`src/rtl/led_pkg.sv`:
```
// led_pkg: mode codes, direction constants and the mode type shared by the LED pattern engine.
package led_pkg;
  typedef enum logic [2:0] {
    CHASE_L = 3'd0,
    CHASE_R = 3'd1,
    BOUNCE  = 3'd2,
    FILL    = 3'd3,
    BLINK   = 3'd4
  } mode_t;
  localparam logic DIR_UP = 1'b0;
  localparam logic DIR_DN = 1'b1;
endpackage

```
`src/rtl/tick_prescaler.sv`:
```
// tick_prescaler: speed-selectable divider producing a one-cycle terminal pulse.
module tick_prescaler #(
  parameter int BASE_DIV = 25_000_000,
  parameter int DIV_W    = 26
) (
  input  logic       CLOCK_50,
  input  logic       RESET,
  input  logic       en,
  input  logic       clr,
  input  logic [3:0] speed,
  output logic       tick_raw
);
  logic [DIV_W-1:0] count_q, count_d, tc;
  logic [31:0]      shifted;
  always_comb begin
    shifted  = 32'(BASE_DIV) >> speed;
    tc       = (shifted == 32'd0) ? '0 : DIV_W'(shifted - 32'd1);
    tick_raw = en && !clr && (count_q == tc);
    // a count left above a freshly lowered terminal restarts at 0 without a pulse
    count_d  = (clr || (en && count_q >= tc)) ? '0 : count_q + DIV_W'(en);
  end
  always_ff @(posedge CLOCK_50 or posedge RESET)
    if (RESET) count_q <= '0;
    else       count_q <= count_d;
endmodule

```
`src/rtl/led_pattern_engine.sv`:
```
// led_pattern_engine: chase/bounce/fill/blink LED pattern FSM with prescaler, hold/step and position readout.
module led_pattern_engine
  import led_pkg::*;
#(
  parameter int N_LED    = 18,
  parameter int BASE_DIV = 25_000_000,
  parameter int DIV_W    = 26,
  parameter int POS_W    = $clog2(N_LED + 1)
) (
  input  logic             CLOCK_50,
  input  logic             RESET,
  input  logic             en,
  input  logic [2:0]       mode,
  input  logic [3:0]       speed,
  input  logic             hold,
  input  logic             step,
  output logic [N_LED-1:0] LEDR,
  output logic [POS_W-1:0] pos,
  output logic [2:0]       mode_active,
  output logic             tick
);
  localparam logic [POS_W-1:0] LAST = POS_W'(N_LED - 1);
  localparam logic [POS_W-1:0] FULL = POS_W'(N_LED);
  mode_t            mode_active_q, mode_active_d;
  logic [POS_W-1:0] pos_q, pos_d, top;
  logic             dir_q, dir_d, phase_q, phase_d, tick_q, tick_d;
  logic             mode_chg, adv, tick_raw, turn;
  logic [N_LED:0]   one_hot;
  assign mode_chg = mode != mode_active_q;
  tick_prescaler #(.BASE_DIV(BASE_DIV), .DIV_W(DIV_W)) u_presc (
    .CLOCK_50(CLOCK_50),
    .RESET   (RESET),
    .en      (en),
    .clr     (mode_chg),
    .speed   (speed),
    .tick_raw(tick_raw)
  );
  always_comb begin
    adv           = en && (hold ? step : tick_raw);
    top           = (mode_active_q == FILL) ? FULL : LAST;
    // bounce/fill turn around on the end value itself so each end is shown once
    turn          = (dir_q == DIR_UP) ? (pos_q == top) : (pos_q == '0);
    mode_active_d = mode_active_q;
    pos_d         = pos_q;
    dir_d         = dir_q;
    phase_d       = phase_q;
    tick_d        = adv && !mode_chg;
    if (mode_chg) begin
      mode_active_d = mode_t'(mode);
      pos_d         = '0;
      dir_d         = DIR_UP;
      phase_d       = 1'b0;
    end else if (adv) begin
      case (mode_active_q)
        CHASE_L: pos_d = (pos_q == LAST) ? '0 : pos_q + 1'b1;
        CHASE_R: pos_d = (pos_q == '0) ? LAST : pos_q - 1'b1;
        BOUNCE, FILL: begin
          dir_d = dir_q ^ turn;
          pos_d = ((dir_q ^ turn) == DIR_UP) ? pos_q + 1'b1 : pos_q - 1'b1;
        end
        BLINK:   phase_d = !phase_q;
        default: pos_d = pos_q;
      endcase
    end
  end
  always_comb begin
    one_hot = (N_LED + 1)'(1) << pos_q;
    LEDR    = (mode_active_q == FILL)   ? one_hot[N_LED-1:0] - 1'b1 :
              (mode_active_q == BLINK)  ? {N_LED{phase_q}} :
              (mode_active_q <= BOUNCE) ? one_hot[N_LED-1:0] : '0;
  end
  always_ff @(posedge CLOCK_50 or posedge RESET)
    if (RESET) begin
      mode_active_q <= CHASE_L;
      pos_q         <= '0;
      dir_q         <= DIR_UP;
      phase_q       <= 1'b0;
      tick_q        <= 1'b0;
    end else begin
      mode_active_q <= mode_active_d;
      pos_q         <= pos_d;
      dir_q         <= dir_d;
      phase_q       <= phase_d;
      tick_q        <= tick_d;
    end
  assign pos         = pos_q;
  assign mode_active = mode_active_q;
  assign tick        = tick_q;
endmodule
```
`config.mk`:
```
export PLATFORM = sky130hd
export DESIGN_NAME = led_pattern_engine
export DESIGN_NICKNAME = d
export VERILOG_FILES = /design/src/rtl/led_pkg.sv /design/src/rtl/tick_prescaler.sv /design/src/rtl/led_pattern_engine.sv
export SDC_FILE = /design/constraint.sdc
export NUM_CORES = 1
export LEC_CHECK = 0
export ABC_AREA = 1
export CORE_UTILIZATION = 30
export DETAILED_ROUTE_END_ITERATION = 8
export SYNTH_ARGS = -nofsm -noshare
export SYNTH_HDL_FRONTEND = slang
export SYNTH_SLANG_ARGS = --single-unit
```
`constraint.sdc`:
```
create_clock -name CLOCK_50 -period 3 [get_ports CLOCK_50]
set_input_delay 0.6 -clock CLOCK_50 [delete_from_list [all_inputs] [get_ports CLOCK_50]]
set_output_delay 0.6 -clock CLOCK_50 [all_outputs]
set_load 0.02 [all_outputs]
```
==> results of run 1 <==
-- layout make-up --
cell class,count,area share
Clock inverter,2,0.006874
Clock buffer,6,0.02284
Multi-Input combinational cell,534,0.5171
Sequential cell,37,0.1643
Timing Repair Buffer,132,0.1922
Inverter,86,0.05765
Tap cell,176,0.03902
-- flip-flops by register name (all words and copies together) (netlist names) --
name             count
u_presc.count_q     26
pos                  5
mode_active          3
dir_q                1
phase_q              1
tick                 1
-- kinds of logic after synthesis --
group,after synthesis
flops,37
simple gates,380
other cells,1
xor+xnor,32
fa+ha+maj,37
buf+inv,102
compound gates,84
-- worst max path at each step --
stage                          startpoint                             to  slack, ns  depth (start not counted)
3_3_place_gp                     speed[1]             pos[1]$_DFFE_PP0P_      -0.29                         19
5_1_grt                pos[1]$_DFFE_PP0P_                       LEDR[12]      0.002                         12
4_1_cts                pos[1]$_DFFE_PP0P_                        LEDR[8]      -0.04                         12
3_5_place_dp                     speed[1]             pos[4]$_DFFE_PP0P_      -0.31                         19
6_report       mode_active[1]$_DFFE_PP0N_                        LEDR[0]       0.11                          6
2_1_floorplan                    speed[3]  u_presc.count_q[10]$_DFF_PP0_       0.03                         20
-- routing by layer --
layer	GRT usage	wire, um	vias up
met2	0.2748	5366	80
met4	0.05938	238	0
met3	0.01473	294	14
met5	0	0	-
li1	-	-	2392
met1	0.2394	6226	2016
-- cells in the mapped netlist (all sizes together) (2+ instances only) --
library cell | count | area (um2)
o211ai | 5 | 37.54
inv | 86 | 325.3
o21a | 4 | 30.03
dfrtp | 37 | 925.9
nor4 | 2 | 12.51
xor2 | 22 | 192.7
clkbuf | 9 | 33.78
xnor2 | 10 | 87.58
o21ai | 26 | 130.1
buf | 7 | 40.03
or2 | 2 | 12.51
a31oi | 4 | 25.02
a21oi | 37 | 185.2
nor3 | 17 | 96.35
nand4 | 5 | 31.28
nand3 | 36 | 180.2
nor2 | 117 | 486.7
nand2 | 198 | 783.3
ha | 37 | 462.9
-- cell usage in the layout, fill, tap and decap left out, types with 2 or more instances in the layout --
master,count
nor2_4,7
ha_1,33
o21ai_0,24
nor2_1,100
nand2_2,20
inv_1,75
buf_2,5
buf_4,93
dlygate4sd2_1,3
nor4_1,2
nand4_1,5
nand2_1,177
o21a_1,4
ha_2,4
or2_1,2
a31oi_1,4
clkbuf_16,6
xnor2_1,10
dfrtp_1,36
nor2_2,10
nand3_1,36
clkbuf_2,4
inv_2,10
clkdlybuf4s15_1,2
buf_6,2
buf_12,2
xor2_1,22
a21oi_1,37
clkdlybuf4s50_1,17
nor3_1,16
o211ai_1,5
dlymetal6s2s_1,3
-- report_power, final --
group | total (mW) | leakage [nW] | internal [mW] | switching (mW)
registers | 0.508 | 0.508 | 0.503 | 0.00505
clock network | 0.592 | 0.0810 | 0.393 | 0.199
logic | 0.319 | 2.26 | 0.139 | 0.180
total | 1.42 | 2.85 | 1.03 | 0.384
-- metrics by stage --
step                      area (um2)  cells  setup TNS (ns)
after floorplan                 4170    673               0
after global placement          5390    960          -9.558
final                           5643    973               0
after CTS                       5573    971        -0.04204
after global routing            5643    973               0
after detailed placement        5390    960          -10.44
-- what timing repair did --
item / 4_1_cts / 5_1_grt
gates cloned: 0 / 1
gates resized for setup: 45 / 52
pin swaps: 4 / 4
hold buffers: 0 / 0
setup buffers: 3 / 1
setup endpoints to repair: 23 / 49
-- worst max-delay path, cell delays in order, from the launching register on --
cell and delay, ns:
dfrtp_1 0.47, nor3_1 0.30, nand2_2 0.19, inv_1 0.21, a21oi_1 0.05, o21ai_0 0.12, clkdlybuf4s50_1 0.66
==> qor.csv, run 1 <==
metric,value,unit
status,completed,
global route overflow,0,
post-synthesis sequential area ratio,0.2220,
Peak VDD IR,0.2235,mV
proportion of layout cells with a drive suffix above 1,0.2171,
worst-path fanout max,8,
Hold Startpoint,dir_q$_DFFE_PP0P_,
CTS tree,done,
Syn Inst Count,673,
actual slew at the worst max-slew pin,0.5094,ns
H-tree depth,2,
num rows,42,
largest family of logic cells by synthesized area,simple AND/OR/NAND/NOR gates,
CP Launch Type,flop,
Clock Path Buffers,2,
Detailed Route WL,12130,um
syn_nets,722,
first-pass GRT wire length,19730,um
DRT iter0 DRCs,304,
#FFs+latches synth,37,
clk root buf,clkbuf_16,
Most used DFF post-synth,dfrtp_1,
antenna violations before repair,0,
Die H,119.9,um
FF-to-FF path depth,12,
hold slack,0.5037,ns
Setup Viol. Count Final,0,
XOR/XNOR Fraction of Synth Area,0.06721,
adder-cell share of the synthesized area,0.1110,
post-DR vias/cell,4.627,
WHS Path Cells,2,
crit end category,output pin,
Post-synth ARST share,1.000,
kind of critical path,reg -> out,
worst reg2reg setup slack,1.06,ns
die area,14380,um2
vias,4502,
"Reg clk slew, reported paths",0.06,ns
DP HPWL,10010,um
CP arrival,2.29,ns
worst path required time,2.40,ns
DR WL/cell,12.46,um
initial core utilization,0.3112,
post-placement setup slack,-0.3076,ns
number of diodes,0,
Pins Over Slew Limit,0,
Pwr Total,1.419,mW
post-synth cell types,39,
Horiz. Die Dim,119.9,um
number of port buffers,38,
Core Region,13400,um2
simple-gate area share of the yosys netlist,0.3897,
drt pass-1 iters,4,
Leakage,2.846,nW
# DRC,0,
CTS Buf Count,5,
Slew HR,0.6578,
Hold EP,dir_q$_DFFE_PP0P_,
RSZ-0062 raised after global routing,no,
worst setup margin,0.1069,ns
max_cap viols,0,
post-layout min period,2.893,ns
class of the worst hold path,reg -> reg,
vias in the first global route,4180,
GPL Wtd Cong,0.9075,
reg2reg end,u_presc.count_q[9]$_DFF_PP0_,
post-synthesis area per instance,6.197,um2
pin count of the biggest net entering global routing,38,
FF+latch area,927.1,um2
# fillers,1418,
DRT antenna net count,0,
Post-Route Utilization,0.4211,
number of synthesized flops with an enable pin,0,
complex-gate fraction of the synthesized area,0.1134,
f_max,0.3456,GHz
Post-Synthesis Cell Area,4170,um2
final period utilization,0.9644,
GR Util All Layers,0.1712,
Nets,845,
IO Pins,39,
skew final,0.004586,ns
clk_lat worst skew,0.28,ns
"Hold Vio Cnt, Final",0,
post-synthesis mux area share,0,
CTS Sinks,37,
reg2reg start,u_presc.count_q[21]$_DFF_PP0_,
Multi-input gate area,2918,um2
Ys Warns,0,
power density over the cells,251.4,nW/um2
Area growth syn-to-layout,35.31,%
Power figures use the tool's default switching activity.
==> inputs of run 2 (changes only) <==
--- a/config.mk
+++ b/config.mk
@@ -7,6 +7,7 @@
 export LEC_CHECK = 0
 export ABC_AREA = 1
 export CORE_UTILIZATION = 30
+export CTS_CLUSTER_SIZE = 8
 export DETAILED_ROUTE_END_ITERATION = 8
 export SYNTH_ARGS = -nofsm -noshare
 export SYNTH_HDL_FRONTEND = slang
==> results of run 2 <==
Final layout, timing and power as in run 1 (identical DEF).
==> inputs of run 3 (changes only) <==
--- a/config.mk
+++ b/config.mk
@@ -6,9 +6,11 @@
 export NUM_CORES = 1
 export LEC_CHECK = 0
 export ABC_AREA = 1
-export CORE_UTILIZATION = 30
+export CORE_MARGIN = 4
+export CORE_UTILIZATION = 59
 export CTS_CLUSTER_SIZE = 8
 export DETAILED_ROUTE_END_ITERATION = 8
+export PLACE_DENSITY = 0.82
 export SYNTH_ARGS = -nofsm -noshare
 export SYNTH_HDL_FRONTEND = slang
 export SYNTH_SLANG_ARGS = --single-unit
==> run 3 against run 2 <==
  * Utilization increased by 37 points
  * Register-to-register slack got worse by 0.10 ns
  * Non-clock buffer count decreased by 14
  * Combinational power about the same
  * Sequential share of layout area increased by 0.79 points
  * Critical path depth increased by 5
  * Clock-buffer cell count unchanged
  * Critical path type unchanged
  * Largest cell class unchanged
==> qor.csv, run 3 (same netlist as run 1, synthesis figures left out) <==
metric,value,unit,change
status,completed,,
IO Pins,39,,unchanged
first-pass GRT wire length,20720,um,+5.0%
drt pass-1 iters,5,,+1
Pwr Total,1.258,mW,-11%
DR WL/cell,15.13,um,+21%
Setup Viol. Count Final,0,,unchanged
DP HPWL,10000,um,-0.12%
Peak VDD IR,0.3402,mV,+52%
GR Util All Layers,0.3013,,+0.1301
f_max,0.3344,GHz,-3.3%
CTS Sinks,37,,unchanged
H-tree depth,2,,unchanged
DRT iter0 DRCs,285,,-6.3%
global route overflow,0,,unchanged
proportion of layout cells with a drive suffix above 1,0.2133,,-0.003782
antenna violations before repair,0,,unchanged
worst reg2reg setup slack,0.96,ns,-0.10 ns
crit end category,output pin,,
post-DR vias/cell,5.606,,+21%
DRT antenna net count,0,,unchanged
worst-path cell chain,"buf_4, ha_2, ha_2, nand2_2, nand2_2, nor2_4, buf_4, buf_4, nand3_1, a21oi_1, clkdlybuf4s15_2",,
worst path required time,2.40,ns,about the same
power density over the cells,233.7,nW/um2,-7.0%
clk_lat worst skew,0.30,ns,+0.02 ns
initial core utilization,0.6104,,+0.2992
"commonest non-fill, non-tap cell in the layout",nand2_1,,
max_cap viols,0,,unchanged
number of diodes,0,,unchanged
"Hold Vio Cnt, Final",0,,unchanged
CP max stage cell,dfrtp_2,,
worst-path fanout max,5,,-3
Detailed Route WL,13300,um,+9.7%
Pins Over Slew Limit,0,,unchanged
setup TNS,0,ns,unchanged
final period utilization,0.9970,,+0.03258
Clock Path Buffers,2,,unchanged
CP most frequent cell,buf_4,,
Reg with most FFs,u_presc.count_q,,
clk root buf,clkbuf_8,,
Slew HR,0.5729,,-0.08487
CP arrival,2.39,ns,+0.10 ns
CP Launch Type,flop,,
CP max stage delay,0.45,ns,-0.21 ns
flip-flop count of the largest register after layout,26,,unchanged
Leakage,2.753,nW,-3.3%
Core Region,6832,um2,-49%
pin count of the biggest net entering global routing,38,,unchanged
kind of critical path,reg -> out,,
post-layout min period,2.991,ns,+0.09774 ns
num rows,30,,-29%
family with the most delay on the worst path,buffers and inverters,,
Nets,831,,-1.7%
Horiz. Die Dim,92.07,um,-23%
class of the worst hold path,reg -> reg,,
vias in the first global route,4589,,+9.8%
GPL Wtd Cong,0.9673,,+6.6%
CTS tree,done,,
CTS Buf Count,5,,unchanged
most frequent cells in the layout,"174 x nand2_1, 97 x nor2_1, 78 x buf_4, 76 x inv_1, 37 x a21oi_1",,
die area,8477,um2,-41%
Area growth syn-to-layout,29.10,%,
vias,4928,,+9.5%
Die H,92.07,um,-23%
worst path buffer plus inverter count,4,,+2
# DRC,0,,unchanged
skew final,0.009046,ns,+0.004460 ns
number of port buffers,38,,unchanged
actual slew at the worst max-slew pin,0.6358,ns,+0.1263 ns
"Reg clk slew, reported paths",0.07,ns,about the same
RSZ-0062 raised after global routing,yes,,
## run 3: area by class of cell
| class | count | area [um2] |
|---|---|---|
| clock buffer | 6 | 72.57 |
| clock inverter | 2 | 38.79 |
| fill | 544 | 1448 |
| inverter | 86 | 325.3 |
| multi-input combinational | 534 | 2943 |
| sequential | 37 | 927.1 |
| tap | 96 | 120.1 |
| timing repair buffer | 118 | 957.2 |
## run 3: final timing paths
| check | depth (start not counted) | endpoint | start |
|---|---|---|---|
| max in group asynchronous | 3 | pos[0]$_DFFE_PP0P_ | RESET |
| worst min register to register | 2 | dir_q$_DFFE_PP0P_ | dir_q$_DFFE_PP0P_ |
| worst min-delay path | 2 | dir_q$_DFFE_PP0P_ | dir_q$_DFFE_PP0P_ |
| min in group asynchronous | 3 | u_presc.count_q[17]$_DFF_PP0_ | RESET |
| worst max register to register | 10 | phase_q$_DFFE_PP0P_ | mode_active[0]$_DFFE_PP0N_ |
| worst max-delay path | 11 | LEDR[7] | pos[0]$_DFFE_PP0P_ |
## run 3: repair_timing
action	CTS	global route
gates resized for setup	58	45
hold buffers	0	0
endpoints found under the setup margin	22	50
setup buffers	4	3
gates cloned	0	1
pin swaps	2	9
## run 3: metal layers
metal	GRT usage	routed length, um	vias up
met5	0	0	-
met4	0.1139	313	0
met3	0.03199	1218	37
met2	0.4897	6085	250
met1	0.4122	5683	2265
li1	-	-	2376
## run 3: per-stage QoR
stage            util  setup WS (ns)  instance area (um2)  hold WS (ns)  std cells
2_1_floorplan       -        0.03013                 4170        0.4416        673
3_3_place_gp   0.7538        -0.2525                 5150        0.4631        863
3_5_place_dp   0.7538        -0.2930                 5150        0.4654        863
4_1_cts        0.7720     -0.0001366                 5274        0.4887        875
5_1_grt        0.7881       -0.06581                 5384        0.5382        879
6_report       0.7881       0.009150                 5384        0.4871        879
## run 3: worst reg2reg max path: stages, from the launching register on
cell and delay (ns):
dfrtp_1 0.48, inv_1 0.16, nand2_1 0.07, nand2_1 0.05, nand2_1 0.09, nor2_2 0.33
nand3_1 0.15, nand2_2 0.10, nand2_1 0.11, o21ai_0 0.29, nor2_1 0.09
## run 3: power breakdown
| part | internal, mW | switching, mW | leakage [nW] |
|---|---|---|---|
| Sequential | 0.502 | 0.00599 | 0.508 |
| Combinational | 0.131 | 0.188 | 2.19 |
| Clock | 0.249 | 0.183 | 0.0554 |
| Total | 0.882 | 0.376 | 2.75 |
==> RTL change 1 (config.mk and constraints of run 2) <==
Register the inputs `en`, `mode`, `speed`, `hold` and `step` before use. The logic sees them one clock later. Comments in the files are not updated.
--- a/src/rtl/led_pattern_engine.sv
+++ b/src/rtl/led_pattern_engine.sv
@@ -21,22 +21,37 @@
 );
   localparam logic [POS_W-1:0] LAST = POS_W'(N_LED - 1);
   localparam logic [POS_W-1:0] FULL = POS_W'(N_LED);
+
+  logic en_q;
+  logic [2:0] mode_q;
+  logic [3:0] speed_q;
+  logic hold_q;
+  logic step_q;
+
+  always_ff @(posedge CLOCK_50) begin
+    en_q    <= en;
+    mode_q  <= mode;
+    speed_q <= speed;
+    hold_q  <= hold;
+    step_q  <= step;
+  end
+
   mode_t            mode_active_q, mode_active_d;
   logic [POS_W-1:0] pos_q, pos_d, top;
   logic             dir_q, dir_d, phase_q, phase_d, tick_q, tick_d;
   logic             mode_chg, adv, tick_raw, turn;
   logic [N_LED:0]   one_hot;
-  assign mode_chg = mode != mode_active_q;
+  assign mode_chg = mode_q != mode_active_q;
   tick_prescaler #(.BASE_DIV(BASE_DIV), .DIV_W(DIV_W)) u_presc (
     .CLOCK_50(CLOCK_50),
     .RESET   (RESET),
-    .en      (en),
+    .en      (en_q),
     .clr     (mode_chg),
-    .speed   (speed),
+    .speed   (speed_q),
     .tick_raw(tick_raw)
   );
   always_comb begin
-    adv           = en && (hold ? step : tick_raw);
+    adv           = en_q && (hold_q ? step_q : tick_raw);
     top           = (mode_active_q == FILL) ? FULL : LAST;
     // bounce/fill turn around on the end value itself so each end is shown once
     turn          = (dir_q == DIR_UP) ? (pos_q == top) : (pos_q == '0);
@@ -46,7 +61,7 @@
     phase_d       = phase_q;
     tick_d        = adv && !mode_chg;
     if (mode_chg) begin
-      mode_active_d = mode_t'(mode);
+      mode_active_d = mode_t'(mode_q);
       pos_d         = '0;
       dir_d         = DIR_UP;
       phase_d       = 1'b0;
Behaviour: not the same (a bounded check fails within 4 cycles, from zero or initial values and one cycle with RESET high).
==> RTL change 1 against run 2 <==
- sequential cell count grew 10
- final cell count shrank 3.3%
- design area shrank 2.1%
- combinational power shrank 6.9%
- setup slack gained 0.0069 ns
- total power grew 5.9%
- worst hold slack lost 0.14 ns
- count of clock-buffer cells in the layout is the same
- synthesized area grew 7.7%
- register-to-register slack lost 0.82 ns
- routed wire length grew 1.7%
- largest power group is now registers
==> RTL change 1: results (changes against run 2) <==
* share of final-layout standard cells stronger than drive strength 1: 0.182, was 0.217
* number of global-route vias before repair: 4,152, was 4,180
* Syn Inst Count: 682, was 673
* clock skew: 0.00750 ns, was 0.00459 ns
* critical hold path startpoint: mode_q[0], was dir_q
* # nets final: 805, was 845
* beginning of the worst register-to-register path: speed_q[3], was u_presc.count_q[21]
* delay of the slowest cell on the worst path: 0.39 ns, was 0.66 ns
* non-filler cells in the finished layout: 941, was 973
* R2R Setup Slk: 0.24 ns, was 1.06 ns
* flip-flop and latch share of the layout cell area: 0.204, was 0.164
* CTS-repair resized insts: 42, was 45
* parity-gate share of the synthesized area counting xor and xnor cells: 0.0641, was 0.0672
* complex-gate fraction of the synthesized area: 0.110, was 0.113
* top cells by instance count after synthesis: 162 x nand2_1, 114 x nor2_1, 68 x inv_1, 50 x a21oi_1, 42 x nand3_1, was 182 x nand2_1, 108 x nor2_1, 80 x inv_1
* synthesized netlist net count: 731, was 722
* end point of the worst hold path: mode_active[0], was dir_q
* non-clock buffer count in the final layout: 85, was 132
* Tcrit/Tclk final: 0.962, was 0.964
* worst vdd rail ir drop: 0.000208 V, was 0.000223 V
* run status: finished clean, unchanged
* via count: 4,582, was 4,502
* count of placed standard cells including taps: 933, was 960
* routed len/inst: 13.1 um, was 12.5 um
* length of the first detailed-routing pass in iterations: 5, was 4
* met1 track demand over resource: 0.233, was 0.239
==> RTL change 1: through the flow <==
step / hold slack (ns) / util / setup TNS [ns] / instance area (sq um) / power, uW
CTS: 0.362 / 0.378 / -0.00334 / 5510 / 1530
global placement: 0.348 / 0.368 / -0.0203 / 5370 / 966
global route: 0.373 / 0.379 / -0.0150 / 5530 / 1580
floorplan: 0.418 / - / 0 / 4490 / 862
finish: 0.361 / 0.379 / 0 / 5530 / 1500
detailed placement: 0.351 / 0.368 / -0.285 / 5370 / 966
==> RTL change 1: per-layer routing <==
| layer | wire (um) | vias to the layer above |
|---|---|---|
| met2 | 5320 | 135 |
| met4 | 182 | 0 |
| met5 | 0 | - |
| met3 | 627 | 18 |
| li1 | - | 2336 |
| met1 | 6200 | 2093 |
==> RTL change 1: where the power goes <==
group | switching, uW | internal (uW)
sequential | 13.3 | 643
combinational | 184 | 112
clock | 242 | 308
total | 439 | 1060
==> RTL change 2 (settings of run 2) <==
Made on the original files. `DIV_W` is set to 26 in 2 places; all go to 22.
--- a/src/rtl/tick_prescaler.sv
+++ b/src/rtl/tick_prescaler.sv
@@ -1,7 +1,7 @@
 // tick_prescaler: speed-selectable divider producing a one-cycle terminal pulse.
 module tick_prescaler #(
   parameter int BASE_DIV = 25_000_000,
-  parameter int DIV_W    = 26
+  parameter int DIV_W    = 22
 ) (
   input  logic       CLOCK_50,
   input  logic       RESET,
--- a/src/rtl/led_pattern_engine.sv
+++ b/src/rtl/led_pattern_engine.sv
@@ -4,7 +4,7 @@
 #(
   parameter int N_LED    = 18,
   parameter int BASE_DIV = 25_000_000,
-  parameter int DIV_W    = 26,
+  parameter int DIV_W    = 22,
   parameter int POS_W    = $clog2(N_LED + 1)
 ) (
   input  logic             CLOCK_50,
Behaviour: same outputs for any inputs over 10 cycles, from zero or initial values and one cycle with RESET high; that may be too few to reach the edited logic, so the function may still have changed.
==> RTL change 2 against run 2 <==
- design area shrank 6.6%
- sequential cell count fell by 4
- non-clock buffer count fell by 14
- synthesized area fell by 3.4%
- first-iteration DRC count is 38% lower
- synthesized cell count fell by 5.6%
- routed wire length shrank 6.9%
- count of clock-buffer cells in the layout is the same
- worst hold slack improved by 0.047 ns
- setup slack better by 0.015 ns
- total power decreased by 4.5%
- critical path type unchanged
==> RTL change 2: results (changes against run 2) <==
* Syn Inst Count: 635, was 673
* synthesized netlist net count: 680, was 722
* non-filler cells in the finished layout: 915, was 973
* Area contributors post-synth: dfrtp_1 21%, nand2_1 15%, ha_1 10%, was dfrtp_1 22%, nand2_1 16%, ha_1 11%
* port buffer count: 38, unchanged
* # nets final: 787, was 845
* run status: finished clean, unchanged
* number of global-route vias before repair: 4,071, was 4,180
* Detail Placement HPWL: 9.11 mm, was 10.0 mm
* achievable frequency: 0.347 GHz, was 0.346 GHz
* worst-path fanout max: 4, was 8
* family with the most delay on the worst path: simple AND/OR/NAND/NOR gates, was buffers and inverters
* Tightest Pin Transition: 0.495 ns, was 0.509 ns
* leakage power: 0.00275 uW, was 0.00285 uW
* tightest hold margin: 0.551 ns, was 0.504 ns
* number of filler instances in the final layout: 1,369, was 1,418
* routed len/inst: 12.3 um, was 12.5 um
* Clk power: 606 uW, was 592 uW
* top cells by instance count after synthesis: 162 x nand2_1, 91 x nor2_1, 78 x inv_1, 43 x a21oi_1, 42 x nand3_1, was 182 x nand2_1, 108 x nor2_1, 80 x inv_1
* Final Total Pwr: 1350 uW, was 1420 uW
* combined global-route utilization of all metal layers: 0.167, was 0.171
* register share of total power: 0.334, was 0.358
* share of final-layout standard cells stronger than drive strength 1: 0.234, was 0.217
* maximum number of pins on one net before global-route repair: 34, was 38
* count of placed standard cells including taps: 906, was 960
* Placement Setup Slack: -0.496 ns, was -0.308 ns
* number of unique standard cell types used by synthesis: 43, was 39
* worst vdd rail ir drop: 0.000175 V, was 0.000223 V
* most common cell in the synthesized netlist: nand2_1, unchanged
* average vias per placed instance: 4.60, was 4.63
* length of the first detailed-routing pass in iterations: 5, was 4
* Starting DRT DRC Count: 189, was 304
* Area after DPL: 5110 sq um, was 5390 sq um
* global-route wire length before repair: 19.1 mm, was 19.7 mm
* max FFs per register: 22, was 26
* Worst Hold Class: reg2reg, unchanged
* Post-DRT Antenna Nets: 0, unchanged
* fraction of power spent switching nets: 0.271, about the same
* clock skew: 0.00460 ns, was 0.00459 ns
-- RTL change 2: cell types whose count changed in the layout (fill, tap and decap cells not counted), moves of 7 or more --
cell	run 2	this run
nor2_1	100	80
nand2_1	177	161
buf_4	93	79
nor2_2	10	21
clkbuf_2	4	12
nand4_1	5	12
nor3_1	16	9
xor2_1	22	15
-- RTL change 2: kinds of logic (layout without fill, tap and decap cells) --
kind of cell | after synthesis | count (layout) | share of synthesized area
AND/OR/NAND/NOR | 362 | 362 | 0.418
buffers and inverters | 101 | 209 | 0.109
AO/OA/AOI/OAI | 80 | 80 | 0.107
adder cells (fa/ha/maj) | 33 | 33 | 0.103
flip-flops | 33 | 33 | 0.205
XOR/XNOR | 26 | 26 | 0.0584
-- RTL change 2: routing by layer --
metal  vias to the layer above  global-route usage  wire, um
met5                         -                   0         0
met4                         0              0.0481       159
met3                        11              0.0252       426
met2                        74               0.281      5180
met1                      1879               0.221      5530
li1                       2248                   -         -
-- RTL change 2: area by class of cell --
class                           instances  area [sq um]  area share
Clock buffer                            6           139      0.0264
Clock inverter                          2          37.5     0.00712
Inverter                               83           319      0.0606
Multi-Input combinational cell        501          2820       0.535
Sequential cell                        33           827       0.157
Tap cell                              172           215      0.0408
Timing Repair Buffer                  118           912       0.173
-- RTL change 2: repair_timing --
action                     in CTS  in global routing
resized for setup              41                 53
buffers inserted                0                  1
setup endpoints to repair      47                 47
pin swaps                       0                  4
cloned                          0                  0
-- RTL change 2: worst paths after layout --
kind	from	end	depth (start not counted)
setup reg to reg	u_presc.count_q[13]	pos[4]	12
hold / removal	dir_q	dir_q	2
setup / recovery	pos[1]	LEDR[11]	11
hold reg to reg	dir_q	dir_q	2
max in group asynchronous	RESET	pos[0]	3
min in group asynchronous	RESET	mode_active[0]	3
